===== src/rtl/led_frame_tx_if.sv =====
// Pixel-word handshake between the frame source (master) and led_frame_tx (slave).
interface led_frame_tx_if #(
   parameter int unsigned PIX_BITS = 16
);
   logic                pix_valid;
   logic                pix_ready;
   logic [PIX_BITS-1:0] pix_data;

   modport master (output pix_valid, output pix_data, input pix_ready);
   modport slave  (input pix_valid, input pix_data, output pix_ready);
endinterface


===== src/rtl/led_frame_tx.sv =====
// Serialises pixel words LSB-first onto DAI/DEN with a DCK at clk/2 for the LED driver.
// Define LED_TX_DCK_GATE_EN to hold DCK low outside frames; otherwise DCK free-runs.
module led_frame_tx #(
   parameter int unsigned PIX_BITS      = 16,
   parameter int unsigned PIX_PER_FRAME = 512,
   parameter int unsigned GAP_DCK       = 2
) (
   input  logic          clk,
   input  logic          rst,
   input  logic          frame_start,
   led_frame_tx_if.slave pix,
   output logic          DCK,
   output logic          DAI,
   output logic          DEN,
   output logic          Vsync,
   output logic          busy,
   output logic          frame_done
);
   localparam int unsigned BitW = (PIX_BITS > 1) ? $clog2(PIX_BITS) : 1;
   localparam int unsigned PixW = (PIX_PER_FRAME > 1) ? $clog2(PIX_PER_FRAME) : 1;

   typedef enum logic [2:0] {StIdle, StLoad, StShift, StGap, StDone} state_e;

   state_e              state_q;
   logic                dck_q, dai_q, den_q, vsync_q, busy_q, done_q;
   logic [PIX_BITS-1:0] shreg_q;
   logic [BitW-1:0]     bit_cnt_q;
   logic [PixW-1:0]     pix_cnt_q;
   logic [3:0]          gap_cnt_q;

   // A clk edge with dck_q high is a falling DCK edge: the only edge DAI/DEN may move on.
   assign pix.pix_ready = (state_q == StLoad) && dck_q;

   always_ff @(posedge clk) begin
      if (rst) begin
         state_q   <= StIdle;
         dck_q     <= 1'b0;
         dai_q     <= 1'b0;
         den_q     <= 1'b0;
         vsync_q   <= 1'b0;
         busy_q    <= 1'b0;
         done_q    <= 1'b0;
         shreg_q   <= '0;
         bit_cnt_q <= '0;
         pix_cnt_q <= '0;
         gap_cnt_q <= '0;
      end else begin
         done_q <= 1'b0;
`ifdef LED_TX_DCK_GATE_EN
         dck_q  <= busy_q ? ~dck_q : 1'b0;
`else
         dck_q  <= ~dck_q;
`endif
         unique case (state_q)
            StIdle: begin
               if (frame_start) begin
                  state_q <= StLoad;
                  busy_q  <= 1'b1;
`ifdef LED_TX_DCK_GATE_EN
                  dck_q   <= 1'b1;
`endif
               end
            end
            StLoad: begin
               // Capture and drive bit0 on the same falling edge: DEN rises 1 clk after accept.
               if (pix.pix_valid && dck_q) begin
                  dai_q     <= pix.pix_data[0];
                  den_q     <= 1'b1;
                  shreg_q   <= pix.pix_data >> 1;
                  bit_cnt_q <= '0;
                  state_q   <= StShift;
               end
            end
            StShift: begin
               if (dck_q) begin
                  if (bit_cnt_q == BitW'(PIX_BITS - 1)) begin
                     den_q     <= 1'b0;
                     dai_q     <= 1'b0;
                     gap_cnt_q <= '0;
                     state_q   <= StGap;
                  end else begin
                     bit_cnt_q <= bit_cnt_q + 1'b1;
                     dai_q     <= shreg_q[0];
                     shreg_q   <= shreg_q >> 1;
                  end
               end
            end
            StGap: begin
               // Leave on the rising edge so LOAD sees DCK high just before the gap's last fall.
               if (dck_q) begin
                  gap_cnt_q <= gap_cnt_q + 4'd1;
               end else if (gap_cnt_q == 4'(GAP_DCK - 1)) begin
                  if (pix_cnt_q == PixW'(PIX_PER_FRAME - 1)) begin
                     pix_cnt_q <= '0;
                     state_q   <= StDone;
                     busy_q    <= 1'b0;
                     done_q    <= 1'b1;
                     vsync_q   <= 1'b1;
`ifdef LED_TX_DCK_GATE_EN
                     dck_q     <= 1'b0;
`endif
                  end else begin
                     pix_cnt_q <= pix_cnt_q + 1'b1;
                     state_q   <= StLoad;
                  end
               end
            end
            StDone: begin
               state_q <= StIdle;
            end
            default: begin
               state_q <= StIdle;
            end
         endcase
      end
   end

   assign DCK        = dck_q;
   assign DAI        = dai_q;
   assign DEN        = den_q;
   assign Vsync      = vsync_q;
   assign busy       = busy_q;
   assign frame_done = done_q;
endmodule

===== src/flat_wrapper.sv =====
// flat-port wrapper written by rule: the top's interface ports become plain ports
module led_frame_tx_flat 
#(
   parameter int unsigned PIX_BITS      = 16,
   parameter int unsigned PIX_PER_FRAME = 512,
   parameter int unsigned GAP_DCK       = 2
)
  (clk, rst, frame_start, DCK, DAI, DEN, Vsync, busy, frame_done, pix_pix_valid, pix_pix_data, pix_pix_ready);
  led_frame_tx_if #(.PIX_BITS(PIX_BITS)) pix_i ();
  input  logic clk;
  input  logic rst;
  input  logic frame_start;
  output logic DCK;
  output logic DAI;
  output logic DEN;
  output logic Vsync;
  output logic busy;
  output logic frame_done;
  input wire logic [$bits(pix_i.pix_valid)-1:0] pix_pix_valid;
  input wire logic [$bits(pix_i.pix_data)-1:0] pix_pix_data;
  output wire logic [$bits(pix_i.pix_ready)-1:0] pix_pix_ready;
  assign pix_i.pix_valid = pix_pix_valid;
  assign pix_i.pix_data = pix_pix_data;
  assign pix_pix_ready = pix_i.pix_ready;
  led_frame_tx #(.PIX_BITS(PIX_BITS), .PIX_PER_FRAME(PIX_PER_FRAME), .GAP_DCK(GAP_DCK)) u_core (.clk(clk), .rst(rst), .frame_start(frame_start), .pix(pix_i), .DCK(DCK), .DAI(DAI), .DEN(DEN), .Vsync(Vsync), .busy(busy), .frame_done(frame_done));
endmodule

===== config.mk =====
export PLATFORM = sky130hd
export DESIGN_NAME = led_frame_tx_flat
export DESIGN_NICKNAME = d
export VERILOG_FILES = /design/src/rtl/led_frame_tx_if.sv /design/src/rtl/led_frame_tx.sv /design/src/flat_wrapper.sv
export SDC_FILE = /design/constraint.sdc
export NUM_CORES = 1
export LEC_CHECK = 0
export ABC_AREA = 1
export CAP_MARGIN = 0
export CORE_MARGIN = 5
export CORE_UTILIZATION = 47
export DETAILED_ROUTE_END_ITERATION = 8
export PLACE_DENSITY = 0.75
export SLEW_MARGIN = 20
export SYNTH_ARGS = -nofsm -noshare
export SYNTH_HDL_FRONTEND = slang
export SYNTH_SLANG_ARGS = --single-unit

===== constraint.sdc =====
create_clock -name clk -period 1.9 [get_ports clk]
set_input_delay 0.285 -clock clk [delete_from_list [all_inputs] [get_ports clk]]
set_output_delay 0.285 -clock clk [all_outputs]
set_load 0.02 [all_outputs]

== Word-level counts from Yosys, hierarchy flattened ==
Index checks and enable logic that the tools add are counted.
Word-level totals
  register bits: 42
  input port bits: 20
  output and inout bits: 7
  word-level logic and storage cells: 82
Cells by class
  add/subtract/negate cells: 3
  eq/ne operators: 15
  mux-type cells: 35
  bitwise operators: 3
  reductions and logical operators: 15
Operators with widths (count)
  two-way mux 16 bit: 3
  case mux 16 bit (2 select lines): 1
  two-way mux 4 bit: 6
  two-way mux 3 bit: 7
  case mux 4 bit (2 select lines): 2
  AND reduction 4 bit: 4
  case mux 3 bit (4 select lines): 1
  two-way mux 1 bit: 11
  != test 2 x 1 -> 1 bit (second input constant): 5
  adder 9 x 1 -> 9 bit (second input constant): 1
  == test 9 bit (second input constant): 1
  two-way mux 9 bit: 1
  adder 4 x 1 -> 4 bit (second input constant): 2
  != test 2 bit (second input constant): 4
  == test 3 x 2 -> 1 bit (second input constant): 2
  case mux 1 bit (2 select lines): 3
  AND reduction 3 bit: 2
  AND reduction 6 bit: 1
  nonzero test 2 bit: 3
  AND reduction 5 bit: 1
  == test 4 x 1 -> 1 bit (second input constant): 1
  == test 4 bit (second input constant): 1
  OR reduction 4 bit: 1
  == test 3 x 1 -> 1 bit (second input constant): 1
  3 further kinds: 6

== Depth between registers and ports, before layout ==
Gate-level depths: netlist (run 1).
  word-level depth: 5
  gate-level depth with buffers: 11
  depth with buffers taken out: 11

== Worst setup path after synthesis (run 1) ==
Ideal clock, no wire load.
  path type: register to register
  start: reg u_core.pix_cnt_q[0]
  end: reg u_core.pix_cnt_q[4]
  library setup time: 0.115 ns
  arrival time: 1.515 ns
  required time: 1.785 ns
  path slack: 0.271 ns
  stages on the path, launching flop included: 12
  path buffers: 0
  period minus slack after synthesis: 1.629 ns
  cell sequence: dfxtp_1 ha_1 nand2_1 nor4_1 ha_1 inv_1 nor2_1 nand2_1 nand2_1 inv_2 o21ai_1 nor2_1
On the way
  longest elaborated chain between the ends: 2
  elaborated cells between the ends (all ways): 3
  those cells by class: 1 x add/sub; 1 x eq/ne; 1 x mux
RTL lines
  start, declared: line led_frame_tx.sv:28  | logic [PixW-1:0] pix_cnt_q;
  start signal, assigned: line led_frame_tx.sv:103  | pix_cnt_q <= pix_cnt_q + 1'b1;
  adder 9 x 1 -> 9 bit or == test 9 bit (tied branches): line led_frame_tx.sv:103, led_frame_tx.sv:93
  two-way mux 9 bit *: line led_frame_tx.sv:93  | if (pix_cnt_q == PixW'(PIX_PER_FRAME - 1)) begin
Every way passes the cells marked *; elsewhere a longest branch is shown, timed or not.
A chain may end at the register's enable or synchronous reset.

== Worst setup path in the final report (run 1) ==
  start: reg u_core.pix_cnt_q[1]
  end: reg u_core.pix_cnt_q[4]
The elaborated chain is that of the path after synthesis.

==> results of run 1 <==
## state kept, by name, indices dropped and copies added, names as in the netlist
register           cells
u_core.DEN             1
u_core.bit_cnt_q       4
u_core.shreg_q        15
u_core.Vsync           1
u_core.state_q         3
u_core.gap_cnt_q       4
u_core.frame_done      1
u_core.pix_cnt_q       9
u_core.DCK             1
u_core.DAI             1
u_core.busy            1
## metrics by stage
| step | total power, µW | util, % | worst slack, ns | hold WS [ns] |
|---|---|---|---|---|
| after floorplan | 1118 | - | 0.2707 | 0.3541 |
| after global placement | 1221 | 57.17 | 0.05816 | 0.4465 |
| after detailed placement | 1225 | 57.17 | 0.04018 | 0.4512 |
| after CTS | 1847 | 59.64 | 0.007599 | 0.4638 |
| after global routing | 1914 | 60.68 | -0.003034 | 0.4723 |
| final | 1831 | 60.68 | 0.1267 | 0.4626 |
## worst paths after layout
path / from / to / slack, ns
max: u_core.pix_cnt_q[1] / u_core.pix_cnt_q[4] / 0.13
min: u_core.busy / u_core.busy / 0.46
max reg2reg: u_core.pix_cnt_q[1] / u_core.pix_cnt_q[4] / 0.13
min reg2reg: u_core.busy / u_core.busy / 0.46
## repair_timing
action | 4_1_cts | 5_1_grt
buffers inserted | 0 | 2
setup endpoints to repair | 1 | 4
resized for setup | 1 | 8
endpoints found under the hold margin | 0 | 0
pin swaps | 0 | 2
hold buffers | 0 | 0
## area by class of cell
class	instances	share of cell area, %
Inverter	24	3.760
Tap cell	50	2.541
Multi-Input combinational cell	220	42.58
Sequential cell	41	33.43
Timing Repair Buffer	36	13.57
Clock inverter	1	0.2033
Clock buffer	7	3.913
## worst max-delay path: stages, from the launching register on
cell and delay, ns:
dfxtp_2 0.35, ha_2 0.19, nand2_2 0.09, nor4_4 0.28, ha_2 0.21, inv_1 0.07
nor2_1 0.11, nand2_1 0.09, nand2_2 0.10, inv_2 0.05, o21ai_1 0.07, nor2_1 0.06
## synth_stat cells
library cell	instances	share of area (%)
nand2_1	77	15
nor2_1	60	11
dfxtp_1	41	41
o21ai_1	20	5.0
nand3_1	18	4.5
inv_1	17	3.2
a21oi_1	16	4.0
inv_2	6	1.1
ha_1	5	3.1
buf_2	3	0.75
clkbuf_1	3	0.57
nor3_1	3	0.75
o21ai_0	3	0.75
buf_4	2	0.75
nand2_2	2	0.63
nand2_4	2	1.1
nor4_1	2	0.63
xor2_1	2	0.88
a22oi_1	1	0.38
buf_6	1	0.57
inv_4	1	0.31
nand4_1	1	0.31
nand4_2	1	0.63
nor2_2	1	0.31
nor2_4	1	0.57
o211ai_1	1	0.38
o21a_1	1	0.38
o21bai_1	1	0.38
o22ai_1	1	0.31
xnor2_1	1	0.44
## cells in the final DEF (no fill, tap or decap), types with 6 or more instances in the layout
cell type | Yosys | routed
a21oi_1 | 16 | 16
buf_4 | 2 | 10
clkbuf_8 | 0 | 7
clkdlybuf4s50_1 | 0 | 25
dfxtp_1 | 41 | 39
inv_1 | 17 | 17
inv_2 | 6 | 6
nand2_1 | 77 | 75
nand3_1 | 18 | 18
nor2_1 | 60 | 60
o21ai_1 | 20 | 20
## cells by family after synthesis
logic type	after synthesis	synth area share (%)
fa+ha+maj	5	3.145
xor+xnor	3	1.321
simple gates	168	35.35
flops	41	41.26
compound gates	44	11.64
buf+inv	33	7.295
## metal layers
metal  vias up  track usage, %  wire length, µm
li1       1010               -                -
met1       828           20.60             2039
met2        41           26.60             1996
met3         6           5.073              221
met4         0           6.126               66
met5         -               0                0
## power groups by stage
stage	registers, µW	logic, µW	clock network, µW
after global routing	927	318	669
after global placement	942	279	0
after detailed placement	941	283	0
after CTS	922	286	639
final	923	286	621
after floorplan	955	162	0
==> key figures, run 1 <==
Status
  – Status: finished clean

CTS
  – Clock slew at reported path FFs: 0.07 ns
  – Clock H-tree levels: 2
  – Num CTS Buffers: 5
  – Clock sink count: 41
  – Worst skew pair latency: 0.29 ns
  – CTS tree: built
  – Clock buffer depth: 2
  – Clock Tree Root: clkbuf_8

Die
  – Die width: 75.06 µm
  – Die ar.: 5634 µm²
  – IO Count: 27
  – Initial cell density of the core: 49.03%
  – Die Ht: 75.06 µm
  – Core Area: 4058 µm²
  – Row count: 23

Place
  – Dpl cells: 369
  – Port-buffer cells: 26
  – Post-DP HPWL: 3115 µm
  – GP Congestion: 0.8584
  – Area after DPL: 2320 µm²

Timing
  – Max_slew headroom: 81.01%
  – Final Max Slew Viols: 0
  – FMAX: 563.9 MHz
  – Fin Setup TNS: 0 ns
  – Skew final: 0.008860 ns
  – Worst-Margin Slew: 0.2845 ns
  – Final period utilization: 93.33%
  – Final hold viol count: 0
  – Final Setup Violations: 0
  – Min Tclk post-route: 1.773 ns

Finish
  – # fillers: 391
  – Final non-filler cell total: 379
  – Antenna diodes: 0
  – Multi-input logic area: 1049 µm²
  – Final Cell Area: 2462 µm²
  – Area Overhead vs Synth: 23.77%
  – Share of cells above drive strength 1: 11.85%
  – Sequential cell area: 823.3 µm²
  – Nets@finish: 353

Route
  – Drt wl/cell: 11.41 µm
  – Routed Antenna Nets: 0
  – Drt total wl: 4324 µm
  – Detailed Routing Iterations Pass 1: 4
  – DRT iter0 DRCs: 142
  – Via density: 4.974
  – DRC viols: 0
  – DR vias: 1885

Power
  – Sw Pwr: 480.0 µW
  – Sw Ratio: 26.22%
  – Worst vdd ir: 452.5 µV
  – Clock power frac: 33.9%
  – Leakage: 0.001028 µW
  – Pwr/cell area: 743.4 nW/µm²
  – P_int: 1351 µW
  – Comb pwr share: 15.7%
  – Sequential power share: 50.4%

Worst setup path
  – Critical Path Sink Type: register
  – Register-to-Register Path Depth: 11
  – CP startpoint kind: register
  – Worst Path Class, Setup: register to register
  – Largest fanout on the critical path: 3
  – Req. time, crit path: 2.08 ns
  – Arrival time worst endpoint: 1.96 ns

GRT
  – Initial antenna violation count: 0
  – Vias in the first global route: 1674
  – Largest net degree at the start of global routing: 21
  – First-pass GRT wire length: 7189 µm
  – Gr ovfl total: 0
  – Total Routing Usage GR: 16.47%

Synthesis
  – Mapped Cells: 294
  – Synth Warn #: 0
  – Syn_nets: 319
  – Netlist cell types: 30
  – Mean Syn Cell Area: 6.767 µm²
  – Seq/Total Area, Yosys: 41.26%
  – Post-Syn Area: 1989 µm²
  – #FFs+latches synth: 41

Run
  – Max Cap Viol: 0

Min path
  – Min-delay worst type: register to register
  – Worst hold path depth: 2
Note: power is estimated with default switching activity, not from simulation.
==> run 2: changes to the inputs <==
- CORE_ASPECT_RATIO: not set -> 0.75
- SLEW_MARGIN: 20 -> not set
==> key figures, run 2 (synthesized netlist as in run 1, its figures left out) <==
Status
  – Status: finished clean

Place
  – Area after DPL: 2318 µm² (about the same)
  – GP Congestion: 0.8233 (-4.1%)
  – Port-buffer cells: 26 (unchanged)
  – Dpl cells: 373 (+1.1%)
  – Post-DP HPWL: 3182 µm (+2.2%)

GRT
  – Gr ovfl total: 0 (unchanged)
  – Initial antenna violation count: 0 (unchanged)
  – Vias in the first global route: 1690 (+0.96%)
  – Largest net degree at the start of global routing: 21 (unchanged)
  – First-pass GRT wire length: 7527 µm (+4.7%)
  – Total Routing Usage GR: 16.83% (+0.36 points)

CTS
  – Num CTS Buffers: 5 (unchanged)
  – CTS tree: built
  – Clock Tree Root: clkbuf_8
  – Clock H-tree levels: 2 (unchanged)
  – Clock slew at reported path FFs: 0.08 ns (about the same)
  – Cts-stage hold buffer count: 0 (unchanged)
  – Worst skew pair latency: 0.30 ns (about the same)
  – Clock buffer depth: 2 (unchanged)
  – Clock sink count: 41 (unchanged)

Finish
  – Final Cell Area: 2444 µm² (-0.76%)
  – Area Overhead vs Synth: 22.83%
  – Multi-input logic area: 1040 µm² (-0.84%)
  – Antenna diodes: 0 (unchanged)
  – Nets@finish: 351 (-0.57%)
  – Final non-filler cell total: 382 (+0.79%)
  – Biggest register: u_core.shreg_q
  – # fillers: 392 (+0.26%)
  – Final core occ: 59.91% (-0.78 points)
  – Share of cells above drive strength 1: 11.01% (-0.84 points)
  – Most frequent cells in the layout: 75 x nand2_1, 59 x nor2_1, 40 x dfxtp_1
  – Sequential cell area: 822.0 µm² (-0.15%)
  – Top Registers: u_core.shreg_q x15, u_core.pix_cnt_q x9
  – Max reg flops: 15 (unchanged)
  – Most common cell after layout, fill and taps aside: nand2_1

Worst setup path
  – Worst Path Class, Setup: register to register
  – R2r startpoint: u_core.pix_cnt_q[0]
  – CP startpoint kind: register
  – Critical Path Sink Type: register
  – Req. time, crit path: 2.09 ns (about the same)
  – R2R Path End: u_core.pix_cnt_q[4]
  – R2R Setup Slk: 0.19 ns (+0.06 ns)
  – Register-to-Register Path Depth: 11 (unchanged)
  – Largest fanout on the critical path: 5 (+2)
  – Arrival time worst endpoint: 1.90 ns (-0.06 ns)

Route
  – Drt total wl: 4339 µm (+0.35%)
  – DR vias: 1881 (-0.21%)
  – Drt wl/cell: 11.36 µm (-0.44%)
  – DRC viols: 0 (unchanged)
  – DRT iter0 DRCs: 153 (+7.7%)
  – Via density: 4.924 (-1.0%)
  – Routed Antenna Nets: 0 (unchanged)
  – Detailed Routing Iterations Pass 1: 5 (+1)

Die
  – Row count: 20 (-13%)
  – Die Ht: 66.35 µm (-12%)
  – Die width: 85.13 µm (+13%)
  – Die ar.: 5648 µm² (+0.24%)
  – Core Area: 4079 µm² (+0.52%)
  – IO Count: 27 (unchanged)
  – Initial cell density of the core: 48.77% (-0.26 points)

Min path
  – Hold path start: u_core.DEN
  – Worst hold endpoint: u_core.DEN
  – Min-delay worst type: register to register
  – Worst hold path depth: 2 (unchanged)

Timing
  – Skew final: 0.005144 ns (-0.003716 ns)
  – RSZ-0062 raised after global routing: false
  – Final Max Slew Viols: 0 (unchanged)
  – Final hold viol count: 0 (unchanged)
  – Worst-Margin Slew: 0.3061 ns (+0.02161 ns)
  – Min Tclk post-route: 1.709 ns (-0.06467 ns)
  – FMAX: 585.3 MHz (+3.8%)
  – Max_slew headroom: 79.57% (-1.4 points)
  – Final period utilization: 89.93% (-3.4 points)
  – Fin Setup TNS: 0 ns (unchanged)
  – Final Setup Violations: 0 (unchanged)

Power
  – Worst vdd ir: 448.2 µV (-0.96%)
  – Pwr/cell area: 748.9 nW/µm² (+0.74%)
  – Leakage: 0.001005 µW (-2.3%)

Run
  – Max Cap Viol: 0 (unchanged)
[run 2: changes by cell type in the layout (fill, tap and decap cells not counted), sizes merged]
cell / delta
buf: -2
[run 2: worst max-delay path by stage]
stage / from / end / slack, ns / cells after the start
2_1_floorplan: u_core.pix_cnt_q[0] / u_core.pix_cnt_q[4] / 0.27 / 11
3_3_place_gp: u_core.pix_cnt_q[0] / u_core.pix_cnt_q[4] / 0.15 / 11
3_5_place_dp: u_core.pix_cnt_q[0] / u_core.pix_cnt_q[4] / 0.03 / 11
4_1_cts: u_core.pix_cnt_q[1] / u_core.pix_cnt_q[4] / 0.005 / 11
5_1_grt: u_core.pix_cnt_q[0] / u_core.pix_cnt_q[4] / 0.01 / 11
6_report: u_core.pix_cnt_q[0] / u_core.pix_cnt_q[4] / 0.19 / 11
[run 2: layout make-up]
class	count	share of cell area, %
clock buffers	7	3.943
clock inverters	1	0.2048
inverters	24	3.789
multi-input cells	220	42.55
flip-flops and latches	41	33.64
well taps	55	2.816
repair buffers	34	13.06
[run 2: worst max-delay path, cell delays in order, from the launching register on]
cell	delay (ns)
dfxtp_1	0.37
ha_1	0.18
nand2_1	0.10
nor4_2	0.16
ha_2	0.22
inv_1	0.07
nor2_2	0.12
nand2_2	0.10
nand2_2	0.12
inv_2	0.05
o21ai_1	0.06
nor2_1	0.05
[run 2: layer usage]
metal	track usage, %	wire [µm]	up-vias
met5	0	0	-
met4	8.300	51	0
met3	4.110	247	5
met2	24.61	1745	39
met1	22.96	2294	833
li1	-	-	1004
[run 2: power by group]
group | switching (µW) | internal, µW | leakage (µW)
Combinational | 158 | 122 | 0.000618
Sequential | 23.5 | 899 | 0.000333
Clock | 299 | 328 | 0.0000542
Total | 481 | 1350 | 0.00100
[run 2: timing repair]
item,CTS,global route
resized for setup,1,6
endpoints found under the setup margin,1,6
gates cloned,0,0
pin swaps,0,2
buffers inserted,0,1
[run 2: metrics by stage]
step	hold WS [ns]	power, µW	setup slack (ns)
3_5_place_dp	0.4613	1224	0.03124
3_3_place_gp	0.4517	1221	0.1549
2_1_floorplan	0.3541	1118	0.2707
6_report	0.4739	1830	0.1914
4_1_cts	0.4745	1847	0.005099
5_1_grt	0.5091	1932	0.01161
==> run 3: changes to the inputs <==
- PLACE_DENSITY: 0.75 -> 0.7
==> key figures, run 3 (synthesized netlist as in run 1, its figures left out) <==
Status
  – Status: finished clean

CTS
  – Num CTS Buffers: 5 (unchanged)
  – Clock buffer depth: 2 (unchanged)
  – Clock slew at reported path FFs: 0.09 ns (about the same)
  – Worst skew pair latency: 0.30 ns (about the same)
  – Clock H-tree levels: 2 (unchanged)
  – Clock Tree Root: clkbuf_8
  – Clock sink count: 41 (unchanged)
  – Cts-stage hold buffer count: 0 (unchanged)
  – CTS tree: built

Route
  – Detailed Routing Iterations Pass 1: 4 (-1)
  – DR vias: 1891 (+0.53%)
  – Routed Antenna Nets: 0 (unchanged)
  – Via density: 4.912 (-0.25%)
  – Drt wl/cell: 11.56 µm (+1.8%)
  – DRT iter0 DRCs: 109 (-29%)
  – DRC viols: 0 (unchanged)
  – Drt total wl: 4452 µm (+2.6%)

Worst setup path
  – Largest fanout on the critical path: 4 (-1)
  – Arrival time worst endpoint: 1.98 ns (+0.08 ns)
  – R2R Setup Slk: 0.12 ns (-0.07 ns)
  – R2R Path End: u_core.pix_cnt_q[4]
  – Critical Path Sink Type: register
  – CP Depth: 11 (unchanged)
  – Top delay family on crit path: simple AND/OR/NAND/NOR gates
  – Worst-path cell chain: ha_2, nand2_2, nor4_4, ha_2, inv_1, nor2_1, nand2_1, nand2_2, inv_2, o21ai_1, nor2_1
  – Crit path largest cell delay: 0.35 ns (-0.02 ns)
  – R2r startpoint: u_core.pix_cnt_q[0]
  – Req. time, crit path: 2.10 ns (about the same)
  – Crit path max-delay cell type: dfxtp_2
  – Critical path origin: u_core.pix_cnt_q[0]
  – Buffers plus inverters on the worst setup path: 2 (unchanged)
  – Critical Path End: u_core.pix_cnt_q[4]
  – Register-to-Register Path Depth: 11 (unchanged)
  – CP startpoint kind: register
  – Worst Path Class, Setup: register to register

Timing
  – Worst Hold Margin: 0.4618 ns (-0.01207 ns)
  – Worst setup margin: 0.1221 ns (-0.06932 ns)
  – Final hold viol count: 0 (unchanged)
  – Skew final: 0.01030 ns (+0.005154 ns)
  – Worst-Margin Slew: 0.3212 ns (+0.01508 ns)
  – Min Tclk post-route: 1.778 ns (+0.06932 ns)
  – Final period utilization: 93.58% (+3.6 points)
  – Max_slew headroom: 78.57% (-1.0 points)
  – Final Setup Violations: 0 (unchanged)
  – Final Max Slew Viols: 0 (unchanged)
  – FMAX: 562.5 MHz (-3.9%)

Die
  – Row count: 20 (unchanged)
  – Core Area: 4079 µm² (unchanged)
  – Die ar.: 5648 µm² (unchanged)
  – Die width: 85.13 µm (unchanged)
  – Initial cell density of the core: 48.77% (unchanged)
  – IO Count: 27 (unchanged)
  – Die Ht: 66.35 µm (unchanged)

Finish
  – Final core occ: 61.26% (+1.3 points)
  – Antenna diodes: 0 (unchanged)
  – Nets@finish: 354 (+0.85%)
  – Most common cell after layout, fill and taps aside: nand2_1
  – Area Overhead vs Synth: 25.60%
  – Most frequent cells in the layout: 75 x nand2_1, 60 x nor2_1, 39 x dfxtp_1
  – Top Registers: u_core.shreg_q x15, u_core.pix_cnt_q x9
  – Max reg flops: 15 (unchanged)
  – Share of cells above drive strength 1: 11.82% (+0.81 points)
  – Biggest register: u_core.shreg_q
  – Final Cell Area: 2499 µm² (+2.3%)

Min path
  – Min-delay worst type: register to register

GRT
  – Total Routing Usage GR: 17.16% (+0.33 points)
  – Gr ovfl total: 0 (unchanged)
  – Largest net degree at the start of global routing: 21 (unchanged)
  – First-pass GRT wire length: 7783 µm (+3.4%)
  – Vias in the first global route: 1768 (+4.6%)
  – Initial antenna violation count: 0 (unchanged)

Power
  – Pwr/cell area: 765.2 nW/µm² (+2.2%)
  – Leakage: 0.001039 µW (+3.4%)
  – Worst vdd ir: 464.9 µV (+3.7%)

Place
  – Post-DP HPWL: 3153 µm (-0.91%)
  – Setup WS pre-CTS: 0.04780 ns (+0.01656 ns)
  – Area after DPL: 2346 µm² (+1.2%)
  – GP Congestion: 0.8987 (+9.2%)
  – Port-buffer cells: 26 (unchanged)

Run
  – Max Cap Viol: 0 (unchanged)
-- run 3: cell types whose count changed in the layout (fill, tap and decap cells not counted), sizes merged --
cell,previous run,this run
buf,8,11
bufinv,0,1
clkbuf,7,6
-- run 3: power by group --
part / internal, µW / total, µW / switching [µW] / leakage [µW]
Combinational: 126 / 286 / 160 / 0.000651
Clock: 395 / 704 / 309 / 0.0000554
Sequential: 899 / 922 / 23.3 / 0.000333
-- run 3: stage by stage --
stage,cells,setup TNS (ns),total power [µW]
after floorplan,294,0,1118
after global placement,375,0,1225
after detailed placement,375,0,1227
after CTS,383,0,1925
after global routing,385,-0.004584,2012
final,385,0,1912
-- run 3: cell type report --
type	count	area [µm²]
clock buffer	6	72.57
clock inverter	2	38.79
fill	372	1580
inverter	24	92.59
multi-input combinational	220	1049
sequential	41	823.3
tap	55	68.82
timing repair buffer	37	354.1
-- run 3: repair_timing --
action                                  in CTS  in global routing
cloned                                       0                  0
pin swaps                                    0                  2
buffers inserted                             0                  2
endpoints found under the setup margin       1                  7
gates resized for setup                      1                  8
-- run 3: per-layer routing --
| layer | part of all wire, % | track usage [%] | vias up |
|---|---|---|---|
| li1 | - | - | 1003 |
| met1 | 52 | 23.26 | 845 |
| met2 | 44 | 26.36 | 36 |
| met3 | 3.5 | 4.608 | 7 |
| met4 | 1.3 | 5.731 | 0 |
| met5 | 0 | 0 | - |
-- run 3: tightest hold or removal path, delay by kind of cell (launching register included) --
| kind | cells | cell delay (ns) |
|---|---|---|
| flip-flops | 1 | 0.31 |
| AND/OR/NAND/NOR | 1 | 0.06 |
| AO/OA/AOI/OAI | 1 | 0.05 |
-- run 3: how the worst min path moves through the flow --
stage | end | from | slack [ns] | cells past startpoint
final | u_core.busy | u_core.busy | 0.46 | 2
after global routing | u_core.busy | u_core.busy | 0.49 | 2
after CTS | u_core.busy | u_core.busy | 0.47 | 2
after detailed placement | u_core.busy | u_core.busy | 0.46 | 2
after global placement | u_core.pix_cnt_q[2] | u_core.pix_cnt_q[2] | 0.44 | 2
after floorplan | u_core.bit_cnt_q[1] | rst | 0.35 | 1
